<file path="config.mk">
export PLATFORM = sky130hd
export DESIGN_NAME = dmem_cache_ctrl
export DESIGN_NICKNAME = d
export VERILOG_FILES = /design/src/rtl/dmem_cache_ctrl.sv
export SDC_FILE = /design/constraint.sdc
export NUM_CORES = 1
export LEC_CHECK = 0
export CAP_MARGIN = 20
export CORE_MARGIN = 3
export CORE_UTILIZATION = 44
export CTS_BUF_LIST = sky130_fd_sc_hd__clkbuf_8 sky130_fd_sc_hd__clkbuf_16
export CTS_CLUSTER_DIAMETER = 50
export CTS_CLUSTER_SIZE = 40
export DETAILED_ROUTE_END_ITERATION = 10
export SYNTH_ARGS = -nofsm -noshare
export SYNTH_HDL_FRONTEND = slang
export SYNTH_SLANG_ARGS = --single-unit
</file>
<file path="constraint.sdc">
create_clock -name clk -period 18.8 [get_ports clk]
set_input_delay 2.82 -clock clk [delete_from_list [all_inputs] [get_ports clk]]
set_output_delay 2.82 -clock clk [all_outputs]
set_load 0.01 [all_outputs]
</file>
<file path="src/rtl/dmem_cache_ctrl.sv">
// MEM-stage data responder: direct-mapped, one word per line, write-through,
// no-write-allocate cache in front of a req/ack backing RAM.
// RAM handshake: ram_req rises with ram_addr/ram_we/ram_wdata and holds them stable;
// a one-cycle ram_ack while ram_req=1 completes the access and ram_req drops next cycle.
module dmem_cache_ctrl #(
  parameter int INDEX_BITS = 4
) (
  input  logic        clk,
  input  logic        rst,
  input  logic        mem_ren,
  input  logic        mem_wen,
  input  logic [31:0] mem_addr,
  input  logic [31:0] mem_dout,
  output logic [31:0] mem_din,
  output logic        mem_stall,
  output logic        ram_req,
  output logic        ram_we,
  output logic [31:0] ram_addr,
  output logic [31:0] ram_wdata,
  input  logic [31:0] ram_rdata,
  input  logic        ram_ack,
  output logic [31:0] hit_cnt,
  output logic [31:0] miss_cnt
);
  localparam int LINES    = 1 << INDEX_BITS;
  localparam int TAG_BITS = 30 - INDEX_BITS;

  localparam logic [1:0] IDLE  = 2'd0;
  localparam logic [1:0] FILL  = 2'd1;
  localparam logic [1:0] WRITE = 2'd2;
  localparam logic [1:0] WDONE = 2'd3;

  logic [1:0]          state;
  logic [LINES-1:0]    valid;
  logic [TAG_BITS-1:0] tag_mem [LINES];
  logic [31:0]         data_mem [LINES];
  logic                just_filled;

  logic [INDEX_BITS-1:0] idx, fill_idx;
  logic [TAG_BITS-1:0]   req_tag, fill_tag;
  logic                  hit;

  assign idx      = mem_addr[INDEX_BITS+1:2];
  assign req_tag  = mem_addr[31:INDEX_BITS+2];
  assign fill_idx = ram_addr[INDEX_BITS+1:2];
  assign fill_tag = ram_addr[31:INDEX_BITS+2];
  assign hit      = valid[idx] && (tag_mem[idx] == req_tag);

  always_comb begin
    mem_stall = 1'b0;
    mem_din   = 32'd0;
    case (state)
      IDLE: begin
        if (mem_wen) begin
          mem_stall = 1'b1;
        end else if (mem_ren) begin
          if (hit) mem_din = data_mem[idx];
          else     mem_stall = 1'b1;
        end
      end
      FILL:    mem_stall = 1'b1;
      WRITE:   mem_stall = 1'b1;
      default: mem_stall = 1'b0;
    endcase
  end

  // Line storage needs no reset; the valid bits alone decide whether a line is usable.
  always_ff @(posedge clk) begin
    if (!rst && state == FILL && ram_ack) begin
      data_mem[fill_idx] <= ram_rdata;
      tag_mem[fill_idx]  <= fill_tag;
    end else if (!rst && state == IDLE && mem_wen && hit) begin
      data_mem[idx] <= mem_dout;
    end
  end

  always_ff @(posedge clk) begin
    if (rst) begin
      state       <= IDLE;
      valid       <= '0;
      ram_req     <= 1'b0;
      ram_we      <= 1'b0;
      ram_addr    <= 32'd0;
      ram_wdata   <= 32'd0;
      hit_cnt     <= 32'd0;
      miss_cnt    <= 32'd0;
      just_filled <= 1'b0;
    end else begin
      just_filled <= 1'b0;
      case (state)
        IDLE: begin
          if (mem_wen) begin
            state     <= WRITE;
            ram_req   <= 1'b1;
            ram_we    <= 1'b1;
            ram_addr  <= mem_addr & 32'hFFFF_FFFC;
            ram_wdata <= mem_dout;
          end else if (mem_ren) begin
            if (hit) begin
              // The re-lookup that completes a fill is not a fresh hit.
              if (!just_filled) hit_cnt <= hit_cnt + 32'd1;
            end else begin
              state    <= FILL;
              ram_req  <= 1'b1;
              ram_we   <= 1'b0;
              ram_addr <= mem_addr & 32'hFFFF_FFFC;
              miss_cnt <= miss_cnt + 32'd1;
            end
          end
        end
        FILL: begin
          if (ram_ack) begin
            valid[fill_idx] <= 1'b1;
            ram_req         <= 1'b0;
            just_filled     <= 1'b1;
            state           <= IDLE;
          end
        end
        WRITE: begin
          if (ram_ack) begin
            ram_req <= 1'b0;
            state   <= WDONE;
          end
        end
        default: state <= IDLE;
      endcase
    end
  end
endmodule
</file>
==> results of run 1 <==
==> registers in the layout, indices dropped and copies added, names as in the netlist, 2 cells and up <==
name / cells
hit_cnt: 32
state: 2
ram_addr: 30
ram_wdata: 32
data_mem: 512
miss_cnt: 32
valid: 16
tag_mem: 416
==> routing by layer <==
metal  GRT usage (%)  vias to the layer above  wire [um]
met2           36.26                      695      54530
met5               0                        -         30
met1           27.57                    12490      44460
met4           6.305                        4       2707
met3           3.474                      164       5917
li1                -                    10350          -
==> report_power, final <==
group	internal, mW	total (mW)	switching (mW)	leakage (nW)
clock	1.32	2.33	1.01	1.93
sequential	2.66	2.72	0.0585	9.61
combinational	0.176	0.395	0.219	5.50
total	4.16	5.44	1.29	17.0
==> critical path: stages <==
cell and delay, ns:
buf_8 0.64, buf_4 0.75, nor2b_1 0.88, a22oi_1 0.25, and3_1 0.25, o221ai_1 0.29, a2111oi_0 0.18, and4b_1 0.34
a41oi_4 0.21, buf_4 0.60, nor2_1 0.08, nor2_1 0.24, clkdlybuf4s50_1 0.61
==> area by class of cell <==
cell class / count / area, um^2 / area share [%]
Antenna cell: 1 / 2.502 / 0.004874
Clock buffer: 118 / 2919 / 5.685
Clock inverter: 91 / 1052 / 2.049
Inverter: 19 / 73.82 / 0.1438
Multi-Input combinational cell: 1209 / 11850 / 23.08
Sequential cell: 1075 / 30810 / 60.01
Tap cell: 1276 / 1597 / 3.110
Timing Repair Buffer: 313 / 3042 / 5.924
==> stage by stage <==
| step | instance area [um^2] | setup slack (ns) | total power [mW] | instances | util [%] |
|---|---|---|---|---|---|
| after floorplan | 43250 | 10.25 | 2.983 | 2446 | - |
| after global placement | 47310 | 7.647 | 3.151 | 3890 | 48.71 |
| after detailed placement | 47310 | 7.545 | 3.166 | 3890 | 48.71 |
| after CTS | 51290 | 7.528 | 5.497 | 4099 | 52.80 |
| after global routing | 51340 | 7.270 | 5.633 | 4101 | 52.85 |
| final | 51340 | 7.646 | 5.444 | 4102 | 52.86 |
==> kinds of logic after synthesis <==
| logic type | Yosys count |
|---|---|
| buffers and inverters | 162 |
| multiplexers | 387 |
| XOR/XNOR | 33 |
| AO/OA/AOI/OAI | 214 |
| AND/OR/NAND/NOR | 567 |
| other | 1 |
| adder cells (fa/ha/maj) | 6 |
| flip-flops | 1075 |
==> worst min-delay path by stage <==
stage	startpoint	cells after the start	slack [ns]	to
2_1_floorplan	valid[10]	1	0.42	valid[10]
3_3_place_gp	valid[6]	1	0.43	valid[6]
3_5_place_dp	valid[0]	1	0.44	valid[0]
4_1_cts	valid[8]	1	0.46	valid[8]
5_1_grt	valid[13]	1	0.47	valid[13]
6_report	valid[8]	1	0.45	valid[8]
==> Yosys cell counts, drive strengths merged (22+ instances only) <==
| master | instances |
|---|---|
| nand3 | 23 |
| a21oi | 57 |
| o21ai | 22 |
| clkbuf | 74 |
| edfxtp | 928 |
| a21o | 24 |
| mux2 | 43 |
| mux4 | 241 |
| dfxtp | 147 |
| buf | 69 |
| mux2i | 103 |
| nor2b | 70 |
| nand2 | 226 |
| nor2 | 89 |
==> impl_metrics.csv, run 1 <==
group,metric,value,unit
outcome,status,"finished clean",
synth,ys.flop_type,"edfxtp_1",
worst_setup_path,cp.arrival,8.33,ns
sta,setup_viol,0,
job,maxCapViolCount,0,
drt,drcViolationCount,0,
synth,synthMuxAreaShare,16.05,%
global_route,grt_usage,21.04,%
sta,fin_crit,11.15,ns
worst_setup_path,regToRegEndpoint,"data_mem[1][4]",
sta,skew,0.04358,ns
worst_setup_path,crit_path_end_kind,"primary output",
synth,synthAdderAreaFrac,0.1736,%
floorplanning,io_pins,264,
synth,yosys_warnings,0,
sta,final.setup.tns,0,ns
synth,ys_ff_latch,1075,
global_route,grt_start_max_net_pins,84,
floorplanning,core,97140,um^2
worst_setup_path,startpoint,"mem_addr[2]",
sta,finalCritPeriodShare,59.33,%
power,power.density,106.0,nW/um^2
worst_setup_path,r2r_cells,9,
drt,totalWireLength,107600,um
sta,relSlewSlack,25.37,%
drt,drt_first_pass_iters,6,
place,gp_congestion,0.7918,
drt,drtIter0Drc,1933,
worst_setup_path,startpoint_type,"primary input",
drt,num_vias,23700,
clock_network,clockBufferDepth,3,
sta,fmax,89.65,MHz
clock_network,cts.sink_count,1075,
drt,viasPerCell,5.777,
cells_and_area,layout-drive-gt1-share,21.06,%
synth,yosys.area_share.simple,6.651,%
place,dp_hpwl,60670,um
sta,final_hold_viol_count,0,
synth,synth_top_area_share,64.44,%
sta,finalHoldWorstSlack,0.4523,ns
power,ir_drop,0.09766,mV
synth,synth_top_family_by_area,"multiplexers",
synth,synth_xor_area_share,0.6683,%
synth,yosys-top-cells-area,"edfxtp_1 (64%), mux4_2 (13%), dfxtp_1 (6.8%)",
place,io_buffer_count,259,
cells_and_area,mostFrequentLayoutCell,"edfxtp_1",
worst_setup_path,ff2ff_setup_slack,13.77,ns
min_path,worstHoldPathType,"register to register",
synth,async_flop_share,0,%
drt,drt.antenna.violating_nets,0,
synth,synth_compound_area_share,3.417,%
drt,wl_per_cell,26.24,um
synth,syn_area,43250,um^2
cells_and_area,nets,2835,
clock_network,insertion_delay,0.70,ns
clock_network,numCtsBuffers,110,
clock_network,cts_tree,"built",
worst_setup_path,endpoint,"mem_stall",
clock_network,hold_buffers,0,
synth,yosysTopAreaCell,"edfxtp_1",
floorplanning,initial_core_util,44.52,%
floorplanning,die_y,319.5,um
floorplanning,rows,114,
sta,rsz0062_at_grt,"false",
synth,synth_edf_count,928,
global_route,grt_first_pass_wirelength,160000,um
clock_network,cts-root-buf,"clkbuf_16",
cells_and_area,nFillCells,7579,
sta,tightest_slew,1.119,ns
floorplanning,dieWidth,319.5,um
synth,synth_cells,2445,
worst_setup_path,critPathKind,"primary input to primary output",
global_route,grt_overflow_total,0,
clock_network,post-cts-setup-buffers,0,
cells_and_area,final_cell_mix,"edfxtp_1 (928), clkdlybuf4s50_1 (254), mux4_2 (241), nand2_1 (226), dfxtp_1 (147)",
clock_network,h-tree-depth,3,
global_route,grt_antenna_before_repair,3,
synth,yosysSeqAreaShare,71.24,%
worst_setup_path,reg2reg_from,"tag_mem[15][15]",
synth,ys_types,69,
clock_network,clkTransAtPathRegs,0.05,ns
worst_setup_path,required,15.98,ns
cells_and_area,syn_to_final_growth,18.72,%
clock_network,postCtsResizedCells,0,
worst_setup_path,crit_fanout,80,
sta,finalMaxSlewViolations,0,
synth,avgSynthCellArea,17.69,um^2
global_route,grt_pass1_vias,24400,
floorplanning,dieArea,102100,um^2
power,leakage,17.04,nW
No activity file was read; power rests on OpenSTA's default activity.
==> inputs of run 2 (changes only) <==
==> constraint.sdc (replaced) <==
create_clock -name clk -period 11.2 [get_ports clk]
set_input_delay 1.68 -clock clk [delete_from_list [all_inputs] [get_ports clk]]
set_output_delay 1.68 -clock clk [all_outputs]
set_load 0.01 [all_outputs]
==> impl_metrics.csv, run 2 (synthesis results as in run 1) <==
group,metric,value,unit
outcome,status,"finished clean",
sta,rsz0062_at_grt,"false",
sta,fin_crit,8.311,ns
power,ir_drop,0.1563,mV
clock_network,numCtsBuffers,112,
place,dp_hpwl,60480,um
drt,wl_per_cell,26.32,um
min_path,worstHoldPathType,"register to register",
sta,skew,0.02427,ns
drt,num_vias,23690,
clock_network,clockBufferDepth,3,
cells_and_area,nets,2839,
worst_setup_path,crit_chain,"buf_8 > buf_4 > mux4_2 > and2_1 > or4b_1 > o2111a_1 > nand4_1 > nor4_4 > a41oi_4 > buf_4 > nor2_1 > nor2_1 > clkdlybuf4s50_1",
cells_and_area,layout-drive-gt1-share,21.15,%
cells_and_area,largest_reg_flops,512,
min_path,whs_path_depth,1,
clock_network,hold_buffers,0,
drt,drt.antenna.violating_nets,0,
floorplanning,dieWidth,319.5,um
sta,fmax,120.3,MHz
worst_setup_path,crit_path_end_kind,"primary output",
sta,relSlewSlack,28.99,%
worst_setup_path,startpoint_type,"primary input",
sta,finalCritPeriodShare,74.21,%
cells_and_area,syn_to_final_growth,18.59,%
drt,drcViolationCount,0,
global_route,grt_start_max_net_pins,81,
worst_setup_path,critPathSlowestCell,"buf_4",
place,io_buffer_count,259,
worst_setup_path,r2r_cells,9,
floorplanning,rows,114,
worst_setup_path,path_depth,13,
cells_and_area,mostFrequentLayoutCell,"edfxtp_1",
global_route,grt_first_pass_wirelength,160500,um
clock_network,cts-root-buf,"clkbuf_16",
worst_setup_path,required,9.52,ns
place,gp_congestion,0.7975,
floorplanning,core,97140,um^2
clock_network,clkTransAtPathRegs,0.06,ns
clock_network,postCtsResizedCells,0,
power,power.density,176.4,nW/um^2
floorplanning,dieArea,102100,um^2
drt,viasPerCell,5.764,
global_route,grt_usage,21.12,%
cells_and_area,final_design_area_no_fill,51290,um^2
drt,totalWireLength,108200,um
clock_network,insertion_delay,0.70,ns
drt,drtIter0Drc,1968,
job,maxCapViolCount,0,
clock_network,cts.sink_count,1075,
sta,setup_viol,0,
global_route,grt_overflow_total,0,
sta,final.setup.tns,0,ns
worst_setup_path,slowest_delay,0.79,ns
worst_setup_path,crit_fanout,75,
floorplanning,die_y,319.5,um
global_route,grt_antenna_before_repair,4,
clock_network,cts_tree,"built",
worst_setup_path,cp_top_family,"buffers and inverters",
worst_setup_path,cp.arrival,6.63,ns
power,leakage,17.02,nW
worst_setup_path,critPathKind,"primary input to primary output",
cells_and_area,final_cell_mix,"edfxtp_1 (928), clkdlybuf4s50_1 (254), mux4_2 (241), nand2_1 (226), dfxtp_1 (147)",
sta,finalMaxSlewViolations,0,
cells_and_area,top_register,"data_mem",
sta,final_hold_viol_count,0,
worst_setup_path,worst-path-buf-inv,4,
floorplanning,initial_core_util,44.52,%
place,dpl_cell_area,47320,um^2
drt,drt_first_pass_iters,5,
cells_and_area,largestRegisters,"data_mem (512), tag_mem (416)",
sta,tightest_slew,1.065,ns
global_route,grt_pass1_vias,24560,
clock_network,post-cts-setup-buffers,0,
floorplanning,io_pins,264,
clock_network,h-tree-depth,3,
==> run 2: cell types whose count changed in the layout (fill, tap and decap cells not counted), sizes merged <==
cell and delta:
clkinv +10, clkinvlp +1, buf +2, diode +1, clkbuf +2, inv -4, bufinv -4
==> run 2: area by class of cell <==
type	count	area, um^2
Clock inverter	94	960.9
Clock buffer	120	2935
Inverter	19	73.82
Sequential cell	1075	30810
Tap cell	1276	1597
Fill cell	7642	45850
Multi-Input combinational cell	1209	11850
Timing Repair Buffer	315	3060
Antenna cell	2	5.005
==> run 2: where the power goes <==
part           internal [mW]  total (mW)  switching (mW)
clock                   2.13        3.82            1.69
combinational          0.295       0.663           0.368
sequential              4.46        4.56          0.0989
total                   6.89        9.04            2.15
==> run 2: through the flow <==
step	std cells	setup WS [ns]	util [%]	total power, mW	hold WS [ns]
after global placement	3891	2.628	48.72	5.291	0.4278
after global routing	4108	2.530	52.80	9.360	0.4644
after floorplan	2446	4.299	-	5.007	0.4211
final	4110	2.889	52.80	9.045	0.4489
after detailed placement	3891	2.596	48.72	5.315	0.4386
after CTS	4105	2.584	52.73	9.132	0.4526
==> run 2: path summary, 6_finish.rpt <==
path                        start               to  slack, ns
setup reg to reg  tag_mem[15][15]  data_mem[1][15]       6.05
setup / recovery      mem_addr[2]        mem_stall       2.89
hold / removal          valid[10]        valid[10]       0.45
hold reg to reg         valid[10]        valid[10]       0.45
==> run 2: layer usage <==
metal  global-route usage (%)  up-vias  routed length [um]
met3                    3.582      187                5992
met1                    28.00    12450               44740
met2                    35.83      696               54550
li1                         -    10360                   -
met4                    6.654        4                2849
met5                        0        -                  31
